$ cat config.mk
export PLATFORM = sky130hd
export DESIGN_NAME = mem_port_arbiter
export DESIGN_NICKNAME = d
export VERILOG_FILES = /design/src/rtl/riscv_mem_pkg.sv /design/src/rtl/mem_watchdog.sv /design/src/rtl/mem_port_arbiter.sv
export SDC_FILE = /design/constraint.sdc
export NUM_CORES = 1
export LEC_CHECK = 0
export CORE_AREA = 2 2 117 119
export CTS_CLUSTER_DIAMETER = 150
export DETAILED_ROUTE_END_ITERATION = 8
export DIE_AREA = 0 0 119 121
export MAX_ROUTING_LAYER = met4
export PLACE_DENSITY = 0.85
export SETUP_SLACK_MARGIN = 0.5
export SLEW_MARGIN = 20
export SYNTH_ARGS = -nofsm -noshare
export SYNTH_HDL_FRONTEND = slang
export SYNTH_SLANG_ARGS = --single-unit
$ cat constraint.sdc
create_clock -name clk -period 5 [get_ports clk]
set_input_delay 0.5 -clock clk [delete_from_list [all_inputs] [get_ports clk]]
set_output_delay 0.5 -clock clk [all_outputs]
set_load 0.01 [all_outputs]
$ cat src/rtl/riscv_mem_pkg.sv
// Shared types and constants for the fetch/data memory port arbiter.
package riscv_mem_pkg;

  localparam int ADDR_W           = 32;
  localparam int DATA_W           = 32;
  localparam int DEF_STARVE_LIMIT = 4;
  localparam int DEF_TIMEOUT      = 255;

  typedef enum logic [1:0] {
    ST_IDLE    = 2'd0,
    ST_BUSY_IF = 2'd1,
    ST_BUSY_D  = 2'd2
  } arb_state_e;

endpackage

$ cat src/rtl/mem_watchdog.sv
// Counts consecutive BUSY cycles and flags expiry when the memory never acks.
module mem_watchdog
  import riscv_mem_pkg::*;
#(
  parameter int TIMEOUT = DEF_TIMEOUT
) (
  input  logic clk,
  input  logic reset,
  input  logic busy,
  input  logic ack,
  output logic expire
);

  localparam int CW = ($clog2(TIMEOUT + 1) < 1) ? 1 : $clog2(TIMEOUT + 1);
  localparam logic [CW-1:0] LAST = CW'(TIMEOUT - 1);

  logic [CW-1:0] cnt_q;
  logic [CW-1:0] cnt_d;

  // cnt_q holds the number of BUSY cycles already elapsed, so expiry fires on the TIMEOUT-th one
  always_comb begin
    expire = busy && !ack && (cnt_q == LAST);
    cnt_d  = cnt_q;
    if (!busy || ack || expire) begin
      cnt_d = '0;
    end else begin
      cnt_d = cnt_q + CW'(1);
    end
  end

  always_ff @(posedge clk) begin
    if (reset) begin
      cnt_q <= '0;
    end else begin
      cnt_q <= cnt_d;
    end
  end

endmodule

$ cat src/rtl/mem_port_arbiter.sv
// Arbitrates a fetch port and a data port onto one single-port memory,
// one transaction at a time, with anti-starvation for fetch and a busy timeout.
module mem_port_arbiter
  import riscv_mem_pkg::*;
#(
  parameter int STARVE_LIMIT = DEF_STARVE_LIMIT,
  parameter int TIMEOUT      = DEF_TIMEOUT
) (
  input  logic              clk,
  input  logic              reset,
  input  logic              if_req,
  input  logic [ADDR_W-1:0] if_addr,
  output logic              if_gnt,
  output logic              if_done,
  output logic [DATA_W-1:0] if_rdata,
  input  logic              d_req,
  input  logic              d_we,
  input  logic [ADDR_W-1:0] d_addr,
  input  logic [DATA_W-1:0] d_wdata,
  output logic              d_gnt,
  output logic              d_done,
  output logic [DATA_W-1:0] d_rdata,
  output logic              mem_req,
  output logic              mem_we,
  output logic [ADDR_W-1:0] mem_addr,
  output logic [DATA_W-1:0] mem_wdata,
  input  logic              mem_ack,
  input  logic [DATA_W-1:0] mem_rdata,
  output logic              err
);

  localparam int SW = ($clog2(STARVE_LIMIT + 1) < 1) ? 1 : $clog2(STARVE_LIMIT + 1);
  localparam logic [SW-1:0] STARVE_MAX = SW'(STARVE_LIMIT);

  arb_state_e        state_q, state_d;
  logic [SW-1:0]     starve_q, starve_d;
  logic [ADDR_W-1:0] addr_q, addr_d;
  logic              we_q, we_d;
  logic [DATA_W-1:0] wdata_q, wdata_d;
  logic              if_done_q, if_done_d;
  logic              d_done_q, d_done_d;
  logic [DATA_W-1:0] if_rdata_q, if_rdata_d;
  logic [DATA_W-1:0] d_rdata_q, d_rdata_d;
  logic              err_q, err_d;
  logic              busy;
  logic              expire;

  assign busy = (state_q != ST_IDLE);

  mem_watchdog #(
    .TIMEOUT(TIMEOUT)
  ) u_watchdog (
    .clk   (clk),
    .reset (reset),
    .busy  (busy),
    .ack   (mem_ack),
    .expire(expire)
  );

  always_comb begin
    state_d    = state_q;
    starve_d   = starve_q;
    addr_d     = addr_q;
    we_d       = we_q;
    wdata_d    = wdata_q;
    if_done_d  = 1'b0;
    d_done_d   = 1'b0;
    if_rdata_d = if_rdata_q;
    d_rdata_d  = d_rdata_q;
    err_d      = err_q;
    if_gnt     = 1'b0;
    d_gnt      = 1'b0;

    case (state_q)
      ST_IDLE: begin
        // Grants are suppressed during reset so no pulse escapes a cycle that will not be honoured
        if (!reset) begin
          if (if_req && (!d_req || starve_q == STARVE_MAX)) begin
            if_gnt   = 1'b1;
            starve_d = '0;
            addr_d   = if_addr;
            we_d     = 1'b0;
            state_d  = ST_BUSY_IF;
          end else if (d_req) begin
            d_gnt   = 1'b1;
            addr_d  = d_addr;
            we_d    = d_we;
            wdata_d = d_wdata;
            state_d = ST_BUSY_D;
            if (if_req && starve_q != STARVE_MAX) begin
              starve_d = starve_q + SW'(1);
            end
          end
        end
      end
      ST_BUSY_IF: begin
        if (mem_ack) begin
          if_done_d  = 1'b1;
          if_rdata_d = mem_rdata;
          state_d    = ST_IDLE;
        end else if (expire) begin
          if_done_d = 1'b1;
          err_d     = 1'b1;
          state_d   = ST_IDLE;
        end
      end
      ST_BUSY_D: begin
        if (mem_ack) begin
          d_done_d = 1'b1;
          if (!we_q) begin
            d_rdata_d = mem_rdata;
          end
          state_d = ST_IDLE;
        end else if (expire) begin
          d_done_d = 1'b1;
          err_d    = 1'b1;
          state_d  = ST_IDLE;
        end
      end
      default: begin
        state_d = ST_IDLE;
      end
    endcase
  end

  always_ff @(posedge clk) begin
    if (reset) begin
      state_q    <= ST_IDLE;
      starve_q   <= '0;
      addr_q     <= '0;
      we_q       <= 1'b0;
      wdata_q    <= '0;
      if_done_q  <= 1'b0;
      d_done_q   <= 1'b0;
      if_rdata_q <= '0;
      d_rdata_q  <= '0;
      err_q      <= 1'b0;
    end else begin
      state_q    <= state_d;
      starve_q   <= starve_d;
      addr_q     <= addr_d;
      we_q       <= we_d;
      wdata_q    <= wdata_d;
      if_done_q  <= if_done_d;
      d_done_q   <= d_done_d;
      if_rdata_q <= if_rdata_d;
      d_rdata_q  <= d_rdata_d;
      err_q      <= err_d;
    end
  end

  assign mem_req   = busy;
  assign mem_we    = busy && we_q;
  assign mem_addr  = addr_q;
  assign mem_wdata = wdata_q;
  assign if_done   = if_done_q;
  assign d_done    = d_done_q;
  assign if_rdata  = if_rdata_q;
  assign d_rdata   = d_rdata_q;
  assign err       = err_q;

endmodule

==> impl_metrics.toml <==
[sta]
fin_hold_ws_ns = 0.452
worstMarginPinSlew_ns = 0.962
fin_crit_sh_pct = 66.3
totalNegativeSetupSlack_ns = 0
slew-limit-headroom_pct = 35.9
report.final.hold_viol_count = 0
rsz0062_at_grt = "false"
finalSetupViolations = 0
timing.final.max_slew_violations = 0
minimum_clock_period_ns = 3.32
fin_worst_skew_ns = 0.00956
top_achievable_clock_speed_mhz = 302

[drt]
detail_route.wl_per_cell_um = 15.9
route.detailed.drc = 0
vias = 6031
wl_um = 17900
ant_nets = 0
dr.pass1.iters = 4
initial_detailed_routing_violation_count = 624
vias_per_cell = 5.34

[worst_setup_path]
timing.rr.start = "state_q[0]"
ff2ff_path_depth = 5
critical_path.max_fanout = 41
worst-setup-path-type = "in2out"
worst_ep_arrival_time_ns = 2.82
nature_of_the_critical_path_startpoint = "input port"
reg2reg_setup_slack_ns = 2.89
worstPathRequired_ns = 4.50
critPathCaptureType = "output port"
worstSetupEndpoint = "d_gnt"
worst_setup_path_startpoint = "if_req"
r2r_end = "mem_wdata[4]"

[clock_tree]
num_cts_buffers = 17
clock_tree.htree_level_count = 4
cts_hold_repair.buffers = 0
cts_setup_buffers = 0
cts_root_buf = "clkbuf_16"
cts_num_sinks = 145
worst_skew_late_latency_ns = 0.41
cts-root-to-sink-buffers = 2
tritoncts = "yes"
postCtsResizedCells = 0
worst_setup_hold_path_clk_slew_ns = 0.05

[min_path]
holdCritPathClass = "reg2reg"

[power_and_ir_drop]
internal_power_w = 0.00248
power_per_cell_area_nw_per_um2 = 366
switching_share_pct = 25.3
part_of_the_total_power_dissipated_in_combinational_logic_pct = 19.2
net-switching-power_w = 0.000841
power.share.sequential_pct = 39.2
leakage_nw = 3.16
clock_power_share_pct = 41.6
max-vdd-ir-drop_mv = 0.213

[finish]
fill_cells = 1022
antennaDiodeCount = 0
layout-area-overhead-vs-synth_pct = 57.0
regArea_sq_um = 2900
post_layout_nets = 1081
drive_gt1_share_pct = 4.83
multi_input_comb_area_sq_um = 2570

[synthesis]
synthesis.yosys.warnings = 0
seq_area_frac_synth_pct = 50.2
share_of_cell_area_taken_by_muxes_after_synthesis_pct = 0.368
synth.avg_cell_area_sq_um = 8.12
post_synthesis_instance_total = 712
async_flop_share_pct = 0
synth_top_family_by_area = "compound AO/OA/AOI/OAI gates"
synth_enable_flop_cells = 0
total_of_flip_flops_plus_latches_after_synthesis = 145
synthXorXnorAreaFrac_pct = 0.303
syn_nets = 853
synthFlopType = "dfxtp_1"
synth.distinct_cells = 43
post_synth_design_cell_area_sq_um = 5780
post_synthesis_adder_cell_area_fraction_pct = 1.51
synth_compound_area_share_pct = 21.7
post_synth_and_or_nand_nor_area_fraction_pct = 20.2

[die]
i_o_pin_total = 269
row_count = 42
floorplan.initialDensity_pct = 44.2
die_w_um = 119
die_h_um = 121
core_area_sq_um = 13100
die_area_sq_um = 14400

[global_route]
first_global_vias = 5507
routing_usage_on_met2_pct = 40.7
first_pass_grt_wire_length_um = 27800
maximum_number_of_pins_on_one_net_before_global_route_repair = 95
grt.busiest_layer = "met2"
antenna_found_initial = 0
use_met3_pct = 6.58
gr-total-overflow = 0
grtUsageMet1_pct = 28.7
grtUsageTotal_pct = 24.9

[run]
max_cap_viol_count = 0

[run_status]
status = "complete, no violations"

[placement]
routabilityCongestion = 0.844
place_hpwl_um = 12200
io_buffers = 268
-- per-layer routing --
layer | share of wire [%] | up-vias
met2 | 49 | 298
li1 | - | 2935
met1 | 40 | 2758
met3 | 7.7 | 40
met4 | 3.3 | 0
met5 | 0 | -
-- final cells by class --
| cell class | count | share of cell area (%) |
|---|---|---|
| Clock buffer | 18 | 4.84 |
| Clock inverter | 14 | 2.30 |
| Inverter | 7 | 0.289 |
| Multi-Input combinational cell | 496 | 28.3 |
| Sequential cell | 145 | 32.0 |
| Tap cell | 176 | 2.42 |
| Timing Repair Buffer | 273 | 29.9 |
-- critical path, cell delays in order --
cell and delay, ns:
clkdlybuf4s50_1 0.47, buf_4 0.38, and3_1 0.85, nor3_1 0.08, clkdlybuf4s50_1 0.52
-- how the worst min path moves through the flow --
stage | start | endpoint | slack (ns) | depth (start not counted)
finish | if_rdata[0] | if_rdata[0] | 0.45 | 2
detailed placement | d_rdata[18] | d_rdata[18] | 0.45 | 2
global route | if_rdata[17] | if_rdata[17] | 0.47 | 2
global placement | d_rdata[18] | d_rdata[18] | 0.44 | 2
floorplan | we_q | we_q | 0.45 | 2
CTS | if_rdata[22] | if_rdata[22] | 0.45 | 2
-- stage by stage --
| stage | util (%) | std cells | cell area, sq um | power [W] | worst slack (ns) |
|---|---|---|---|---|---|
| finish | 69.4 | 1129 | 9080 | 0.00332 | 1.68 |
| global route | 69.4 | 1129 | 9080 | 0.00346 | 1.46 |
| CTS | 69.3 | 1129 | 9070 | 0.00334 | 1.70 |
| detailed placement | 64.4 | 1097 | 8420 | 0.00196 | 1.69 |
| global placement | 64.3 | 1097 | 8420 | 0.00195 | 1.66 |
| floorplan | - | 712 | 5780 | 0.00161 | 3.20 |
-- power by group through the flow --
stage	combinational, W	sequential (W)	clock (W)
floorplan	0.000254	0.00136	0
detailed placement	0.000635	0.00132	0
finish	0.000637	0.00130	0.00138
global placement	0.000629	0.00132	0
CTS	0.000637	0.00130	0.00140
global route	0.000690	0.00131	0.00146
-- cells in the mapped netlist (2+ instances only) --
library cell	instances	area share, %
dfxtp_1	145	50
nand2_1	137	8.9
a21oi_1	104	9.0
nand3_1	67	5.8
o21ai_0	66	5.7
clkbuf_1	38	2.5
nor2_1	38	2.5
a311oi_1	32	4.8
buf_2	12	1.0
buf_4	9	1.2
ha_1	7	1.5
inv_1	7	0.45
or3_1	5	0.54
nor3b_1	4	0.52
o21ai_1	4	0.35
nand4_1	3	0.32
a31oi_1	2	0.22
and2_1	2	0.22
buf_1	2	0.13
buf_6	2	0.39
nand3b_1	2	0.26
nor2b_1	2	0.22
nor3_1	2	0.17
-- layout by cell type, fill, tap and decap left out, drive strengths merged, types with 5 or more instances in the layout --
| cell | count |
|---|---|
| or3 | 5 |
| nor2 | 38 |
| o21ai | 70 |
| nand3 | 67 |
| ha | 7 |
| inv | 9 |
| clkdlybuf4s50 | 267 |
| clkinv | 6 |
| bufinv | 5 |
| clkbuf | 18 |
| dfxtp | 145 |
| nand2 | 137 |
| buf | 6 |
| a21oi | 105 |
| a311oi | 32 |
-- flip-flops by register name, indices dropped and copies added (netlist names) --
register / count
u_watchdog.cnt_q: 8
d_rdata: 32
if_done: 1
mem_wdata: 32
state_q: 2
err: 1
if_rdata: 32
mem_addr: 32
d_done: 1
starve_q: 3
we_q: 1
-- kinds of logic (layout without fill, tap and decap cells) --
group	Yosys count	after routing
mux	2	2
flops	145	145
fa+ha+maj	7	7
compound gates	217	217
simple gates	268	268
buf+inv	71	312
xor+xnor	2	2
No activity file was read; power rests on OpenSTA's default activity.
